`src/rtl/parser_ingress_arb.sv`:
```
// Packet-granular round-robin arbiter feeding the parser receive port from N ingress sources.
// A watchdog terminates packets whose granted source goes silent mid-packet.
`timescale 1ns/1ps
module parser_ingress_arb #(
    parameter int          N       = 4,
    parameter logic [15:0] TIMEOUT = 16'd64,
    localparam int         GW      = (N > 1) ? $clog2(N) : 1
) (
    input  logic            clk,
    input  logic            reset_b,
    input  logic [N*32-1:0] src_data,
    input  logic [N-1:0]    src_val,
    input  logic [N-1:0]    src_last,
    output logic [N-1:0]    src_ready,
    output logic [31:0]     dataIn,
    output logic            dataIn_val,
    output logic            dataIN_last,
    input  logic            dataIn_ready,
    output logic [GW-1:0]   grant_id,
    output logic            busy,
    output logic [15:0]     abort_count
);

    typedef enum logic [1:0] {IDLE, PASS, FLUSH, DRAIN} state_t;

    state_t        state, state_nxt;
    logic [GW-1:0] grant_q, grant_nxt;
    logic [GW-1:0] ptr_q, ptr_nxt;
    logic [15:0]   stall_cnt, stall_nxt;
    logic [15:0]   abort_q;
    logic          abort_evt;
    logic [16:0]   stall_inc;
    logic [31:0]   src_word [N];
    logic          g_val, g_last;
    logic [GW-1:0] pick, pick_hi, pick_lo;
    logic          found_hi, found_lo;

    always_comb begin
        for (int i = 0; i < N; i++) begin
            src_word[i] = src_data[i*32 +: 32];
        end
    end

    assign g_val  = src_val[grant_q];
    assign g_last = src_last[grant_q];

    // Round-robin: prefer the lowest requester above ptr, else wrap to the lowest at or below it.
    always_comb begin
        found_hi = 1'b0;
        found_lo = 1'b0;
        pick_hi  = '0;
        pick_lo  = '0;
        for (int i = 0; i < N; i++) begin
            if (src_val[i]) begin
                if (GW'(i) > ptr_q) begin
                    if (!found_hi) pick_hi = GW'(i);
                    found_hi = 1'b1;
                end else begin
                    if (!found_lo) pick_lo = GW'(i);
                    found_lo = 1'b1;
                end
            end
        end
        pick = found_hi ? pick_hi : pick_lo;
    end

    assign stall_inc = {1'b0, stall_cnt} + 17'd1;

    always_comb begin
        state_nxt = state;
        grant_nxt = grant_q;
        ptr_nxt   = ptr_q;
        stall_nxt = stall_cnt;
        abort_evt = 1'b0;
        case (state)
            IDLE: begin
                if (|src_val) begin
                    grant_nxt = pick;
                    ptr_nxt   = pick;
                    stall_nxt = '0;
                    state_nxt = PASS;
                end
            end
            PASS: begin
                if (g_val) begin
                    stall_nxt = '0;
                    if (dataIn_ready && g_last) state_nxt = IDLE;
                end else if (TIMEOUT != 16'd0 && stall_inc >= {1'b0, TIMEOUT}) begin
                    stall_nxt = '0;
                    abort_evt = 1'b1;
                    state_nxt = FLUSH;
                end else begin
                    stall_nxt = stall_inc[16] ? stall_cnt : stall_inc[15:0];
                end
            end
            FLUSH: begin
                if (dataIn_ready) state_nxt = DRAIN;
            end
            DRAIN: begin
                if (g_val && g_last) state_nxt = IDLE;
            end
            default: state_nxt = IDLE;
        endcase
    end

    always_ff @(posedge clk or negedge reset_b) begin
        if (!reset_b) begin
            state     <= IDLE;
            grant_q   <= '0;
            ptr_q     <= GW'(N - 1);
            stall_cnt <= '0;
            abort_q   <= '0;
        end else begin
            state     <= state_nxt;
            grant_q   <= grant_nxt;
            ptr_q     <= ptr_nxt;
            stall_cnt <= stall_nxt;
            if (abort_evt && abort_q != 16'hFFFF) abort_q <= abort_q + 16'd1;
        end
    end

    // Outputs decode from state only, so an asynchronous reset clears them immediately.
    always_comb begin
        src_ready   = '0;
        dataIn      = '0;
        dataIn_val  = 1'b0;
        dataIN_last = 1'b0;
        case (state)
            PASS: begin
                dataIn_val         = g_val;
                dataIn             = g_val ? src_word[grant_q] : 32'd0;
                dataIN_last        = g_val & g_last;
                src_ready[grant_q] = dataIn_ready;
            end
            FLUSH: begin
                dataIn_val  = 1'b1;
                dataIN_last = 1'b1;
            end
            DRAIN: begin
                src_ready[grant_q] = 1'b1;
            end
            default: ;
        endcase
    end

    assign grant_id    = grant_q;
    assign busy        = (state != IDLE);
    assign abort_count = abort_q;

    a_ready_onehot: assert property (@(posedge clk) disable iff (!reset_b) $onehot0(src_ready));
    a_quiet_bus: assert property (@(posedge clk) disable iff (!reset_b)
        !dataIn_val |-> (dataIn == 32'd0 && !dataIN_last));

endmodule

```
`config.mk`:
```
export PLATFORM = sky130hd
export DESIGN_NAME = parser_ingress_arb
export DESIGN_NICKNAME = d
export VERILOG_FILES = /design/src/rtl/parser_ingress_arb.sv
export SDC_FILE = /design/constraint.sdc
export NUM_CORES = 1
export LEC_CHECK = 0
export CAP_MARGIN = 30
export CELL_PAD_IN_SITES_DETAIL_PLACEMENT = 1
export CELL_PAD_IN_SITES_GLOBAL_PLACEMENT = 2
export CORE_ASPECT_RATIO = 0.9
export CORE_MARGIN = 2
export CORE_UTILIZATION = 19
export DETAILED_ROUTE_END_ITERATION = 10
export PLACE_DENSITY = 0.82
export SYNTH_ARGS = -nofsm -noshare
export SYNTH_HDL_FRONTEND = slang
export SYNTH_SLANG_ARGS = --single-unit
```
`constraint.sdc`:
```
create_clock -name clk -period 2.52 [get_ports clk]
set_input_delay 0.378 -clock clk [delete_from_list [all_inputs] [get_ports clk]]
set_output_delay 0.378 -clock clk [all_outputs]
set_load 0.02 [all_outputs]
```
Word level (Yosys, flattened, before mapping)

Cells that the tools add are included.

Register bits: 38
Output and inout bits: 57
Input port bits: 139
Logic and storage cells: 101

Eq/ne operators: 10
Bitwise operators: 3
$add $sub $neg: 2
Reductions and logical operators: 11
Muxes and demuxes: 62
Order comparisons: 8

Operators with widths:

| kind                                                                                 | count |
|---|---|
| 32-bit two-way mux                                                                   | 4 |
| 32-bit binary-select mux with 2-bit select                                           | 1 |
| 16-bit two-way mux                                                                   | 4 |
| 2-bit two-way mux                                                                    | 19 |
| 16-bit case mux with 2 select lines                                                  | 1 |
| 1-bit two-way mux                                                                    | 26 |
| 16-bit by 1-bit adder with 17-bit output, second input constant                      | 1 |
| 17-bit by 7-bit greater-or-equal comparator with 1-bit output, second input constant | 1 |
| 16-bit by 1-bit adder with 16-bit output, second input constant                      | 1 |
| 16-bit != test, second input constant                                                | 1 |
| 2-bit case mux with 4 select lines                                                   | 1 |
| 4-bit case mux with 2 select lines                                                   | 1 |
| 2-bit != test, second input constant                                                 | 3 |
| 3-bit != test, second input constant                                                 | 2 |
| 5-bit AND reduction                                                                  | 1 |
| 4-bit AND                                                                            | 1 |
| 1-bit binary-select mux with 2-bit select                                            | 2 |
| 2-bit == test, second input constant                                                 | 2 |
| 1-bit by 2-bit > comparator with 1-bit output, first input constant                  | 2 |
| 2-bit > comparator, first input constant                                             | 2 |
| 1-bit logical AND                                                                    | 4 |
| 4-bit != test, second input constant                                                 | 1 |
| 1-bit case mux with 2 select lines                                                   | 2 |
| 2-bit nonzero test                                                                   | 2 |
| other kinds (11)                                                                     | 11 |

Logic depth before layout (Yosys ltp)

Gate-level depths: netlist of run 1.

Depth after elaboration: 13
Depth in mapped cells: 10
Gate-level depth less buffers: 8

Worst setup path after synthesis of run 1

OpenSTA, ideal clock, no wires.

Path kind: reg2out
Start: register grant_q[0] (netlist: grant_id[0])
End: output port dataIn[10]
Arrival: 2.182 ns
Data required time: 2.142 ns
Path buffers: 2
Cell stages (with the launch flop): 5
Slack: -0.040 ns
Cell sequence: dfrtp_1 > buf_2 > buf_1 > mux4_2 > and3_1

Longest elaborated chain between the ends: 6
Elaborated cells between the ends (all ways): 8
Those cells by class: mux (7); bitwise (1)

RTL lines:

| item                                                   | line | RTL |
|---|---|---|
| start, declared                                        | 27   | `logic [GW-1:0] grant_q, grant_nxt;` |
| start signal, assigned                                 | 115  | `grant_q <= grant_nxt;` |
| 2-bit inverter with 3-bit output (not written as such) | 131  | `dataIn = g_val ? src_word[grant_q] : 32'd0;` |
| 32-bit binary-select mux with 2-bit select             | 131  |  |
| 32-bit two-way mux (not written as such) (2 in series) | 131  |  |
| 32-bit two-way mux *                                   | 131  |  |
| 32-bit two-way mux *                                   | 128  | `case (state)` |
| end, declared                                          | 15   | `output logic [31:0] dataIn,` |

Every way passes the cells marked *; elsewhere a longest branch is shown, timed or not. The select of a mux whose other input is x is not followed.

Final worst setup path of run 1

Start: register stall_cnt[1]
End: register stall_cnt[5]

Longest elaborated chain between the ends: 5
Elaborated cells between the ends (all ways): 8
Those cells by class: add/sub (1); order compare (1); eq/ne (1); mux (4); reduce/logical (1)

RTL lines:

| item                                                                                                | line   | RTL |
|---|---|---|
| start, declared                                                                                     | 29     | `logic [15:0] stall_cnt, stall_nxt;` |
| start signal, assigned                                                                              | 117    | `stall_cnt <= stall_nxt;` |
| 16-bit by 1-bit adder with 17-bit output *                                                          | 67     | `assign stall_inc = {1'b0, stall_cnt} + 17'd1;` |
| 17-bit by 7-bit greater-or-equal comparator with 1-bit output or 16-bit two-way mux (tied branches) | 88, 93 |  |
| 16-bit two-way mux                                                                                  | 88     | `end else if (TIMEOUT != 16'd0 && stall_inc >= {1'b0, TIMEOUT}) begin` |
| 16-bit two-way mux                                                                                  | 85     | `if (g_val) begin` |
| 16-bit case mux with 2 select lines                                                                 | 75     | `case (state)` |

Marked as above.
A chain may end at the register's enable or synchronous reset.

==> results of run 1 <==
[power by group]
group / total, W / switching, W / internal (W)
Combinational: 0.00268 / 0.00131 / 0.00136
Sequential: 0.000752 / 0.0000727 / 0.000680
Clock: 0.000593 / 0.000225 / 0.000368
Total: 0.00402 / 0.00161 / 0.00241
[through the flow]
step	utilization, %	area [µm²]
after CTS	34.8	5640
after global placement	34.2	5540
final	35.9	5810
after detailed placement	34.2	5540
after global routing	35.9	5810
after floorplan	-	3160
[kinds of logic (layout without fill, tap and decap cells)]
logic type / count (synthesis) / after routing / synth area share, %
XOR/XNOR: 16 / 16 / 4.46
AND/OR/NAND/NOR: 128 / 128 / 23.5
AO/OA/AOI/OAI: 41 / 41 / 8.75
buffers and inverters: 29 / 247 / 3.54
adder cells (fa/ha/maj): 8 / 8 / 3.10
flip-flops: 38 / 38 / 30.3
other: 0 / 2 / 0
multiplexers: 40 / 40 / 26.4
[worst max-delay path: cells and delay by family, from the launching register on]
family	cells	cell delay (ps)
simple gates	5	1010
compound gates	2	610
flops	1	400
buf+inv	1	190
fa+ha+maj	1	170
[registers in the layout, indices dropped and copies added (netlist names), named ones only]
| register | count |
|---|---|
| abort_count | 16 |
| stall_cnt | 16 |
| grant_id | 2 |
| ptr_q | 2 |
| state | 1 |
[worst max-delay path by stage]
stage / start / endpoint / slack (ps) / cells after the start
finish: stall_cnt[1] / stall_cnt[5] / 50 / 9
global route: stall_cnt[1] / stall_cnt[5] / -90 / 9
CTS: stall_cnt[0] / stall_cnt[4] / 20 / 9
detailed placement: src_val[3] / dataIn[3] / -170 / 5
global placement: src_val[3] / dataIn[3] / -140 / 5
floorplan: stall_cnt[0] / stall_cnt[3] / 10 / 8
[repair_timing]
action	4_1_cts	5_1_grt
setup buffers	0	5
gates resized for setup	36	23
setup endpoints to repair	35	20
cloned	0	0
pin swaps	0	12
[Yosys cell counts (all sizes together) (9+ instances only)]
cell type	n	area [µm²]
inv	9	33.8
o21ai	14	70.1
nand3	17	85.1
and3	42	263
xor2	13	114
nand2	12	45.0
and2	10	62.6
clkbuf	13	48.8
mux4	34	766
nor2	15	56.3
dfrtp	36	901
[metal layers]
layer | up-vias | GRT usage [%] | wire length (µm)
met5 | - | 0 | 0
met4 | 0 | 3.76 | 315
met3 | 18 | 2.70 | 729
met2 | 139 | 28.3 | 7030
met1 | 1686 | 18.6 | 5720
li1 | 1586 | - | -
[layout make-up]
class,instances,area [µm²]
Fill cell,1800,10400
Timing Repair Buffer,230,2230
Multi-Input combinational cell,233,2200
Sequential cell,38,958
Tap cell,207,259
Clock buffer,8,136
Inverter,9,33.8
Antenna cell,2,5.00
==> qor.csv, run 1 <==
stage;metric;value;unit
job;drv_cap;0;
placement;dp_hpwl;11200;µm
clock_network;cts-hold-fix-buffers;0;
sta;hold_ws;137;ps
yosys;ys_seq_area_share;30.3;%
floorplan;die_w;140;µm
clock_network;clock_path_buffers;2;
yosys;synth_seq_cells;38;
yosys;synth-edff-count;0;
sta;fin_crit_sh;98.0;%
floorplan;core_area;16200;µm²
placement;dp_cells;712;
sta;report.final.slew_viol_count;0;
sta;skew;5.96;ps
floorplan;die-area;17600;µm²
sta;hold_viol;0;
detailed_routing;dr.pass1.iters;4;
yosys;ys_async_sr_fraction;100;%
critical_path;reg2reg_slack;50;ps
critical_path;critPathSlowestCell;or3_4;
detailed_routing;dr_total_vias;3429;
layout;final_common_cell;clkdlybuf4s50_1;
sta;tns;0;ps
layout;syn_to_final_growth;84.8;%
clock_network;cts_made_buffers;5;
power;total_power;0.00402;W
layout;drive_gt1_share;19.7;%
detailed_routing;routedWlPerCell;19.0;µm
placement;portBuffers;195;
critical_path;slowest_delay;440;ps
grt;grt_pass1_wl;21400;µm
sta;finalSetupViolCount;0;
power;ir_drop;0.329;mV
yosys;syn_nets;446;
yosys;yosys_warnings;0;
layout;fin_cells;727;
clock_network;tritoncts;done;
critical_path;r2r_cells;9;
yosys;yosysUniqueCellTypes;50;
yosys;synth_area_per_cell;10.5;µm²
critical_path;rr_startpoint;stall_cnt[1];
grt;grt_pass1_vias;3770;
clock_network;path_clk_slew;60;ps
sta;max_freq;405;MHz
sta;worst_slack;50.6;ps
yosys;syn-cell-area;3150;µm²
critical_path;cp.arrival;2650;ps
critical_path;endpoint_kind;flop;
detailed_routing;vias_per_cell;4.72;
placement;globalplace.congestion;0.852;
critical_path;crit_chain;ha_4 -> and3_4 -> nand3_2 -> a222oi_1 -> buf_4 -> nand4_4 -> or2_1 -> or3_4 -> o31ai_4;
yosys;synthCells;300;
grt;antenna_found_initial;2;
detailed_routing;drc;0;
detailed_routing;first_iter_violations;105;
detailed_routing;antenna_left;0;
critical_path;cp-start-kind;flop;
detailed_routing;wirelength;13800;µm
run_status;status;complete, no violations;
critical_path;path_max_fanout;5;
power;p_leak;2.62;nW
yosys;synth-main-ff-cell;dfrtp_1;
min_path;hold_class;in2async;
sta;worst_slew_pin_slew;677;ps
clock_network;clk_latency;280;ps
sta;layout_min_cycle_time;2470;ps
clock_network;clkSinkCount;38;
power;power_density;692;nW/µm²
critical_path;crit_required;2710;ps
critical_path;reg2reg_to;stall_cnt[5];
critical_path;crit_type;reg2reg;
layout;final_cell_mix;158 x clkdlybuf4s50_1, 41 x and3_1, 34 x mux4_2, 34 x dlygate4sd2_1, 32 x dfrtp_1;
floorplan;num_rows;44;
layout;nNetsFinal;663;
floorplan;io_pins;196;
clock_network;h-tree-depth;2;
clock_network;root_buffer;clkbuf_16;
floorplan;die_y;126;µm
sta;relSlewSlack;54.8;%
placement;dp_slack;-166;ps
grt;grt_use_total;15.3;%
sta;rsz0062_at_grt;yes;
grt;grt_overflow;0;
floorplan;initial_core_util;19.4;%
grt;grt_max_degree;40;
No activity file was read; power rests on OpenSTA's default activity.
==> run 2: changes to the inputs <==
- CORE_UTILIZATION: 19 -> 21
- PLACE_DENSITY: 0.82 -> 0.86
- clock period: 2.52 -> 2.3 ns (I/O delays scaled with it)
==> qor.csv, run 2 (same netlist as run 1, synthesis figures left out) <==
stage;metric;value;unit
power;switching_share;39.3;%
detailed_routing;wirelength;14600;µm
power;p_comb_share;71.1;%
clock_network;path_clk_slew;60;ps
clock_network;cts_made_buffers;5;
floorplan;core_area;14700;µm²
grt;grt_max_degree;39;
run_status;status;finished, violations left;
layout;syn_to_final_growth;93.9;%
sta;layout_min_cycle_time;2490;ps
min_path;hold_class;in2async;
placement;globalplace.congestion;0.863;
floorplan;initial_core_util;21.5;%
detailed_routing;drc;0;
power;switchingPower;0.00201;W
placement;dp_slack;-356;ps
clock_network;tritoncts;done;
power;internal_power;0.00309;W
detailed_routing;antenna_left;0;
critical_path;crit_required;2490;ps
floorplan;num_rows;42;
critical_path;rr_startpoint;stall_cnt[0];
sta;hold_viol;0;
layout;nNetsFinal;689;
critical_path;crit_type;reg2reg;
power;ir_drop;0.334;mV
power;power_density;836;nW/µm²
detailed_routing;routedWlPerCell;19.7;µm
detailed_routing;highest_layer;met4;
job;drv_cap;0;
detailed_routing;dr_total_vias;3585;
power;total_power;0.00510;W
critical_path;cp-start-kind;flop;
detailed_routing;vias_per_cell;4.82;
floorplan;io_pins;196;
layout;final_cell_mix;152 x clkdlybuf4s50_1, 48 x buf_4, 34 x mux4_2, 34 x dfrtp_1, 29 x and3_1;
critical_path;cp.arrival;2680;ps
layout;final_common_cell;clkdlybuf4s50_1;
layout;drive_gt1_share;33.1;%
layout;fillers;1606;
critical_path;r2r_cells;9;
clock_network;h-tree-depth;2;
placement;dp_hpwl;11000;µm
critical_path;endpoint_kind;flop;
floorplan;die_w;133;µm
placement;portBuffers;195;
sta;relSlewSlack;40.1;%
grt;grt_pass1_vias;3914;
clock_network;root_buffer;clkbuf_16;
critical_path;path_max_fanout;5;
clock_network;clk_latency;280;ps
sta;worst_slew_pin_slew;898;ps
sta;rsz0062_at_grt;yes;
sta;max_freq;401;MHz
power;p_leak;2.70;nW
floorplan;die-area;16000;µm²
sta;worst_slack;-191;ps
detailed_routing;drt-met1-wl;5900;µm
detailed_routing;dr.pass1.iters;4;
grt;grt_overflow;0;
power;clockPowerShare;12.6;%
run_status;violations;setup timing;
sta;report.final.slew_viol_count;0;
critical_path;reg2reg_slack;-190;ps
sta;finalSetupViolCount;20;
grt;grt_use_total;18.2;%
clock_network;clock_path_buffers;2;
grt;grt_pass1_wl;22600;µm
floorplan;die_y;120;µm
power;seqPwrFrac;16.2;%
detailed_routing;first_iter_violations;164;
detailed_routing;route.met3.wl;885;µm
grt;antenna_found_initial;3;
critical_path;reg2reg_to;stall_cnt[3];
sta;skew;4.82;ps
sta;fin_crit_sh;108;%
detailed_routing;wl_met2;7570;µm
clock_network;clkSinkCount;38;
run 2: cell count changes in the layout (fill, tap and decap cells not counted), moves of 6 or more:
cell             change
and3_1              -12
clkdlybuf4s50_1      -6
buf_6               +17
buf_4               +18
buf_2               +22
dlygate4sd2_1       -26
and3_4              +12
run 2: power groups by stage:
stage               registers [W]  clock network (W)  logic [W]
floorplan                0.000838                  0    0.00177
detailed placement       0.000835                  0    0.00314
CTS                      0.000820           0.000661    0.00352
global placement         0.000824                  0    0.00307
finish                   0.000828           0.000644    0.00363
global route             0.000839           0.000693    0.00386
run 2: worst max-delay path by stage:
| stage | depth (start not counted) | start | end | slack, ps |
|---|---|---|---|---|
| after floorplan | 8 | stall_cnt[0] | stall_cnt[3] | -180 |
| after global placement | 5 | src_val[3] | dataIn[2] | -310 |
| after detailed placement | 5 | src_val[3] | dataIn[2] | -360 |
| after CTS | 9 | stall_cnt[1] | stall_cnt[3] | -220 |
| after global routing | 9 | stall_cnt[0] | stall_cnt[3] | -280 |
| final | 9 | stall_cnt[0] | stall_cnt[3] | -190 |
run 2: cell type report:
class / instances / area [µm²] / share of cell area (%)
inverter: 9 / 33.8 / 0.554
antenna: 3 / 7.51 / 0.123
multi-input combinational: 233 / 2310 / 37.8
timing repair buffer: 256 / 2410 / 39.6
sequential: 38 / 956 / 15.7
tap: 198 / 248 / 4.06
clock buffer: 7 / 133 / 2.17
run 2: routing by layer:
| metal | vias to the layer above | global-route usage (%) |
|---|---|---|
| met1 | 1786 | 21.2 |
| met4 | 0 | 6.18 |
| met5 | - | 0 |
| met3 | 16 | 4.10 |
| met2 | 141 | 32.8 |
| li1 | 1642 | - |
run 2: worst max-delay path, cell delays in order (launching register included):
cell      delay, ps
dfrtp_1         370
ha_2            190
and3_4          210
nand3_2          60
a222oi_1        410
buf_4           200
nand4_4          60
or2_4           270
or3_4           420
o31ai_2         220
run 2: timing repair:
action                                  4_1_cts  5_1_grt
buffers inserted                             18        3
endpoints found under the setup margin       59       47
pin swaps                                    11        9
cloned                                        3        0
gates resized for setup                     176       51
hold endpoints to repair                      0        0
hold buffers                                  0        0
run 2: through the flow:
stage               hold WS (ps)  cell area (µm²)  util [%]  std cells  setup TNS, ps
floorplan                   49.4             3170         -        300           -649
global placement             473             5620      38.3        714         -12740
detailed placement           480             5620      38.3        714         -15550
CTS                          219             5980      40.8        741          -1970
global route                 263             6100      41.6        744          -4390
finish                       193             6100      41.6        744          -1610
